**config.mk**
```make
export PLATFORM = sky130hd
export DESIGN_NAME = ram_host_arbiter
export DESIGN_NICKNAME = d
export VERILOG_FILES = /design/src/rtl/ram_arb_pkg.sv /design/src/rtl/arb_id_fifo.sv /design/src/rtl/ram_host_arbiter.sv
export SDC_FILE = /design/constraint.sdc
export NUM_CORES = 1
export LEC_CHECK = 0
export CAP_MARGIN = 20
export CELL_PAD_IN_SITES_DETAIL_PLACEMENT = 0
export CELL_PAD_IN_SITES_GLOBAL_PLACEMENT = 1
export CORE_AREA = 4 4 121 123
export DETAILED_ROUTE_END_ITERATION = 12
export DIE_AREA = 0 0 125 127
export MAX_ROUTING_LAYER = met4
export PLACE_DENSITY_LB_ADDON = 0.1
export SETUP_SLACK_MARGIN = 0.5
export SLEW_MARGIN = 15
export SYNTH_ARGS = -nofsm -noshare
export SYNTH_HDL_FRONTEND = slang
export SYNTH_SLANG_ARGS = --single-unit
```
**constraint.sdc**
```tcl
create_clock -name clk_i -period 5.7 [get_ports clk_i]
set_input_delay 1.71 -clock clk_i [delete_from_list [all_inputs] [get_ports clk_i]]
set_output_delay 1.71 -clock clk_i [all_outputs]
set_load 0.01 [all_outputs]
```
**src/rtl/ram_arb_pkg.sv**
```systemverilog
// Shared parameters and helpers for the round-robin RAM host arbiter.
package ram_arb_pkg;

    localparam int DefaultMaxOutstanding = 2;

    // A single host still needs a one-bit ID so routing logic stays uniform.
    function automatic int host_id_width(input int num_hosts);
        return (num_hosts > 2) ? $clog2(num_hosts) : 1;
    endfunction

endpackage

```
**src/rtl/arb_id_fifo.sv**
```systemverilog
// In-order FIFO of host IDs.
// Each granted request pushes one ID, and each device response pops one.
module arb_id_fifo
    import ram_arb_pkg::*;
#(
    parameter int IdWidth = 1,
    parameter int Depth   = DefaultMaxOutstanding
) (
    input  logic               clk_i,
    input  logic               rst_ni,
    input  logic               push_i,
    input  logic               pop_i,
    input  logic [IdWidth-1:0] id_i,
    output logic [IdWidth-1:0] id_o,
    output logic               full_o,
    output logic               empty_o
);

    // A depth-1 FIFO still needs one pointer bit; the pointer simply never advances past 0.
    localparam int PtrW = (Depth > 1) ? $clog2(Depth) : 1;
    localparam int CntW = $clog2(Depth) + 1;

    logic [IdWidth-1:0] mem_q [Depth];
    logic [PtrW-1:0]    wr_ptr_q, wr_ptr_d;
    logic [PtrW-1:0]    rd_ptr_q, rd_ptr_d;
    logic [CntW-1:0]    count_q, count_d;

    function automatic logic [PtrW-1:0] ptr_inc(input logic [PtrW-1:0] p);
        return (p == PtrW'(Depth - 1)) ? '0 : p + PtrW'(1);
    endfunction

    assign full_o  = (count_q == CntW'(Depth));
    assign empty_o = (count_q == '0);
    assign id_o    = mem_q[rd_ptr_q];

    always_comb begin
        wr_ptr_d = push_i ? ptr_inc(wr_ptr_q) : wr_ptr_q;
        rd_ptr_d = pop_i  ? ptr_inc(rd_ptr_q) : rd_ptr_q;
        count_d  = count_q;
        if (push_i && !pop_i) begin
            count_d = count_q + CntW'(1);
        end else if (pop_i && !push_i) begin
            count_d = count_q - CntW'(1);
        end
    end

    always_ff @(posedge clk_i or negedge rst_ni) begin
        if (!rst_ni) begin
            wr_ptr_q <= '0;
            rd_ptr_q <= '0;
            count_q  <= '0;
        end else begin
            wr_ptr_q <= wr_ptr_d;
            rd_ptr_q <= rd_ptr_d;
            count_q  <= count_d;
        end
    end

    // Storage needs no reset; an empty count masks whatever it holds.
    always_ff @(posedge clk_i) begin
        if (push_i) begin
            mem_q[wr_ptr_q] <= id_i;
        end
    end

endmodule

```
**src/rtl/ram_host_arbiter.sv**
```systemverilog
// Round-robin sharing of one req/gnt/rvalid memory device between NumHosts hosts.
// Responses are routed back in order through an ID FIFO.
module ram_host_arbiter
    import ram_arb_pkg::*;
#(
    parameter int NumHosts       = 2,
    parameter int DataWidth      = 32,
    parameter int AddrWidth      = 32,
    parameter int MaxOutstanding = DefaultMaxOutstanding
) (
    input  logic                            clk_i,
    input  logic                            rst_ni,
    input  logic [NumHosts-1:0]             host_req_i,
    output logic [NumHosts-1:0]             host_gnt_o,
    input  logic [NumHosts*AddrWidth-1:0]   host_addr_i,
    input  logic [NumHosts-1:0]             host_we_i,
    input  logic [NumHosts*DataWidth/8-1:0] host_be_i,
    input  logic [NumHosts*DataWidth-1:0]   host_wdata_i,
    output logic [NumHosts-1:0]             host_rvalid_o,
    output logic [DataWidth-1:0]            host_rdata_o,
    output logic [NumHosts-1:0]             host_err_o,
    output logic                            dev_req_o,
    input  logic                            dev_gnt_i,
    output logic [AddrWidth-1:0]            dev_addr_o,
    output logic                            dev_we_o,
    output logic [DataWidth/8-1:0]          dev_be_o,
    output logic [DataWidth-1:0]            dev_wdata_o,
    input  logic                            dev_rvalid_i,
    input  logic [DataWidth-1:0]            dev_rdata_i,
    input  logic                            dev_err_i,
    output logic                            unexp_rsp_o
);

    localparam int IdW = host_id_width(NumHosts);
    localparam int BeW = DataWidth / 8;

    logic [IdW-1:0] rr_ptr_q, rr_ptr_d;
    logic [IdW-1:0] winner, cand, head_id;
    logic           found, grant, pop, fifo_full, fifo_empty;

    // First requester at or after rr_ptr, wrapping around the host list.
    always_comb begin
        winner = '0;
        cand   = '0;
        found  = 1'b0;
        for (int i = 0; i < NumHosts; i++) begin
            cand = IdW'((int'(rr_ptr_q) + i) % NumHosts);
            if (!found && host_req_i[cand]) begin
                winner = cand;
                found  = 1'b1;
            end
        end
    end

    // No full-bypass: a pop in the same cycle does not free a slot until the next cycle.
    assign dev_req_o   = (|host_req_i) && !fifo_full;
    assign grant       = dev_req_o && dev_gnt_i;
    assign dev_addr_o  = dev_req_o ? host_addr_i[winner*AddrWidth +: AddrWidth] : '0;
    assign dev_we_o    = dev_req_o ? host_we_i[winner] : 1'b0;
    assign dev_be_o    = dev_req_o ? host_be_i[winner*BeW +: BeW] : '0;
    assign dev_wdata_o = dev_req_o ? host_wdata_i[winner*DataWidth +: DataWidth] : '0;

    assign pop          = dev_rvalid_i && !fifo_empty;
    assign unexp_rsp_o  = dev_rvalid_i && fifo_empty;
    assign host_rdata_o = dev_rdata_i;

    for (genvar gi = 0; gi < NumHosts; gi++) begin : g_host
        assign host_gnt_o[gi]    = grant && (winner == IdW'(gi));
        assign host_rvalid_o[gi] = pop && (head_id == IdW'(gi));
        assign host_err_o[gi]    = pop && (head_id == IdW'(gi)) && dev_err_i;
    end

    // The last winner drops to lowest priority.
    assign rr_ptr_d = !grant ? rr_ptr_q :
                      (winner == IdW'(NumHosts - 1)) ? '0 : winner + IdW'(1);

    always_ff @(posedge clk_i or negedge rst_ni) begin
        if (!rst_ni) begin
            rr_ptr_q <= '0;
        end else begin
            rr_ptr_q <= rr_ptr_d;
        end
    end

    arb_id_fifo #(
        .IdWidth (IdW),
        .Depth   (MaxOutstanding)
    ) u_id_fifo (
        .clk_i   (clk_i),
        .rst_ni  (rst_ni),
        .push_i  (grant),
        .pop_i   (pop),
        .id_i    (winner),
        .id_o    (head_id),
        .full_o  (fifo_full),
        .empty_o (fifo_empty)
    );

endmodule
```
==> flow_summary.json <==
{
  "status": "finished clean",
  "route.met2.wl_um": 5680,
  "clock_sinks": 7,
  "drt-wirelength-per-cell_um": 17.2,
  "clk-insertion-delay-late_ps": 230,
  "syn2layout_area_growth_pct": 115,
  "final_area_um2": 4320,
  "placed_area_um2": 4160,
  "fin_skew_ps": 0.169,
  "relSlewSlack_pct": 63.5,
  "p_int_mw": 0.703,
  "vias": 2992,
  "grt_usage_pct": 12.5,
  "drv_slew": 0,
  "tightest_slew_ps": 544,
  "first_iter_violations": 156,
  "synthCells": 314,
  "seq_area_um2": 185,
  "fin_crit_ps": 5090,
  "yosysWarnings": 0,
  "rsz0062_at_grt": "false",
  "ir_drop_mv": 0.102,
  "maxCapViolations": 0,
  "hold_viol_final": 0,
  "path_clk_slew_ps": 30,
  "critical_path_class": "input port to output pin",
  "initial_utilization_pct": 14.7,
  "firstDrtPassIters": 4,
  "nets": 659,
  "yosysSeqAreaShare_pct": 9.23,
  "cts_tree": "done",
  "cts.path.max_buffers": 2,
  "synth_top_family_by_area": "compound AO/OA/AOI/OAI gates",
  "synth.cell_area_um2": 2010,
  "leakagePower_nw": 1.51,
  "wl_met3_um": 672,
  "final_cell_mix": "clkdlybuf4s50_1, nand3b_1, o21ai_0, a21oi_1",
  "final_util_pct": 31.6,
  "dp.cells": 653,
  "cp.required_ps": 3990,
  "routed.top_layer": "met4",
  "grt_pass1_vias": 3126,
  "period_share_pct": 89.3,
  "muxShareOfSynthArea_pct": 1.06,
  "clock.fmax_mhz": 196,
  "syn_nets": 492,
  "path_cells": "buf_2, inv_2, buf_4, o21ai_0, a21oi_1, clkdlybuf4s50_1",
  "antenna_found_initial": 0,
  "die_h_um": 127,
  "post_layout_nonfiller_instances": 660,
  "hold_path_class": "flip-flop to flip-flop",
  "synthDistinctLibCells": 26,
  "grt_pass1_wl_um": 16000,
  "grt_overflow_total": 0,
  "die_x_um": 125,
  "drcViolationCount": 0,
  "multi_input_area_um2": 1390,
  "critPathArrivalTime_ps": 3380,
  "crit_fanout": 39,
  "clkPwrFrac_pct": 10.0,
  "finalSetupViolCount": 0,
  "dieArea_um2": 15900,
  "num_antenna_cells": 0,
  "synthSimpleGateAreaFrac_pct": 29.1,
  "crit_path_end_kind": "output pin",
  "synth-compound-area-share_pct": 36.0,
  "wl_met1_um": 4780,
  "cts_buffers": 3,
  "startpoint_type": "input port",
  "cts_max_level": 1,
  "ctsHoldBuffers": 0,
  "synth_xor_area_share_pct": 2.18,
  "wl_um": 11300,
  "final.setup.tns_ps": 0,
  "synth-seq-cells": 7,
  "io_pins": 286,
  "grt_start_max_net_pins": 82,
  "p_sw_share_pct": 40.6,
  "drive_gt1_share_pct": 4.17,
  "fp.coreArea_um2": 13700,
  "postCtsSetupRepairBufs": 0,
  "fillCellCount": 1495,
  "power_frac_comb_pct": 81.9,
  "layout_commonest_cell": "clkdlybuf4s50_1",
  "synth_adder_area_share_pct": 0.623,
  "seqPwrFrac_pct": 8.1,
  "ant_nets": 0,
  "cp_slowest_stage_delay_ps": 570,
  "hpwl_um": 7590,
  "p_per_area_nw_per_um2": 274,
  "avgViaCountPerCell": 4.53,
  "rows": 43,
  "gp_congestion": 0.822,
  "syn_avg_cell_area_um2": 6.39,
  "power_switching_mw": 0.481,
  "crit_slowest_cell": "clkdlybuf4s50_1",
  "io_buffer_count": 221,
  "ctsRootBufferMaster": "clkbuf_16"
}
## cell families after synthesis
logic type,count (synthesis)
adder cells (fa/ha/maj),1
AO/OA/AOI/OAI,141
XOR/XNOR,5
AND/OR/NAND/NOR,81
multiplexers,2
buffers and inverters,77
flip-flops,7
## synthesized netlist by cell type
master	instances	area share, %
o21ai_0	69	17
o22ai_2	1	0.62
and3_1	3	0.94
mux2_2	1	0.56
ha_1	1	0.62
a21oi_1	69	17
buf_1	2	0.37
nand3b_1	69	26
nand2b_1	1	0.31
dfrtp_1	5	6.2
and2b_1	1	0.37
clkbuf_1	19	3.6
xnor2_1	4	1.7
nor3b_1	1	0.37
xor2_1	1	0.44
buf_4	35	13
inv_2	1	0.19
o21ai_1	1	0.25
clkbuf_2	6	1.5
mux2i_1	1	0.50
o221ai_2	1	0.75
nor2_1	5	0.94
buf_2	8	2.0
edfxtp_1	2	3.0
nor2b_1	1	0.31
inv_1	6	1.1
## through the flow
step	power [mW]	hold WS (ps)	worst slack (ps)
after floorplan	0.549	461	1380
after global placement	1.05	497	287
after detailed placement	1.04	499	306
after CTS	1.16	507	308
after global routing	1.27	516	507
final	1.18	499	608
## repair_timing
action	CTS	global route
gates resized for setup	2	4
hold endpoints to repair	0	0
endpoints found under the setup margin	71	69
gates cloned	0	3
## final timing paths
path | endpoint | cells past startpoint | slack (ps) | from
hold reg to reg | u_id_fifo.wr_ptr_q | 1 | 500 | u_id_fifo.wr_ptr_q
min in group asynchronous | u_id_fifo.count_q[1] | 1 | 1710 | rst_ni
setup reg to reg | u_id_fifo.count_q[1] | 5 | 4010 | u_id_fifo.count_q[0]
max in group asynchronous | u_id_fifo.rd_ptr_q | 1 | 3800 | rst_ni
hold / removal | u_id_fifo.wr_ptr_q | 1 | 500 | u_id_fifo.wr_ptr_q
setup / recovery | dev_wdata_o[22] | 6 | 610 | host_req_i[1]
## flip-flops by register name, indices dropped and copies added, names as in the netlist
register	count
rr_ptr_q	1
u_id_fifo.count_q	2
u_id_fifo.mem_q	2
u_id_fifo.rd_ptr_q	1
u_id_fifo.wr_ptr_q	1
## metal layers
metal / global-route usage, % / vias up
li1: - / 1419
met1: 13.9 / 1402
met2: 22.9 / 151
met3: 2.59 / 20
met4: 2.87 / 0
met5: - / -
## power groups by stage
| stage | combinational [mW] | sequential [mW] | clock, mW |
|---|---|---|---|
| 2_1_floorplan | 0.464 | 0.0844 | 0 |
| 3_3_place_gp | 0.948 | 0.0972 | 0 |
| 3_5_place_dp | 0.940 | 0.0974 | 0 |
| 4_1_cts | 0.945 | 0.0969 | 0.120 |
| 5_1_grt | 1.05 | 0.0984 | 0.123 |
| 6_report | 0.969 | 0.0959 | 0.118 |
## layout make-up
cell class / instances / area share (%)
inverters: 7 / 0.608
clock buffers: 4 / 1.83
flip-flops and latches: 7 / 4.29
multi-input cells: 230 / 32.3
repair buffers: 232 / 55.8
well taps: 180 / 5.21
## worst max-delay path, delay by kind of cell
family / cells / cell delay (ps)
compound gates: 2 / 370
buf+inv: 4 / 1280
(Power assumes the default switching activity.)
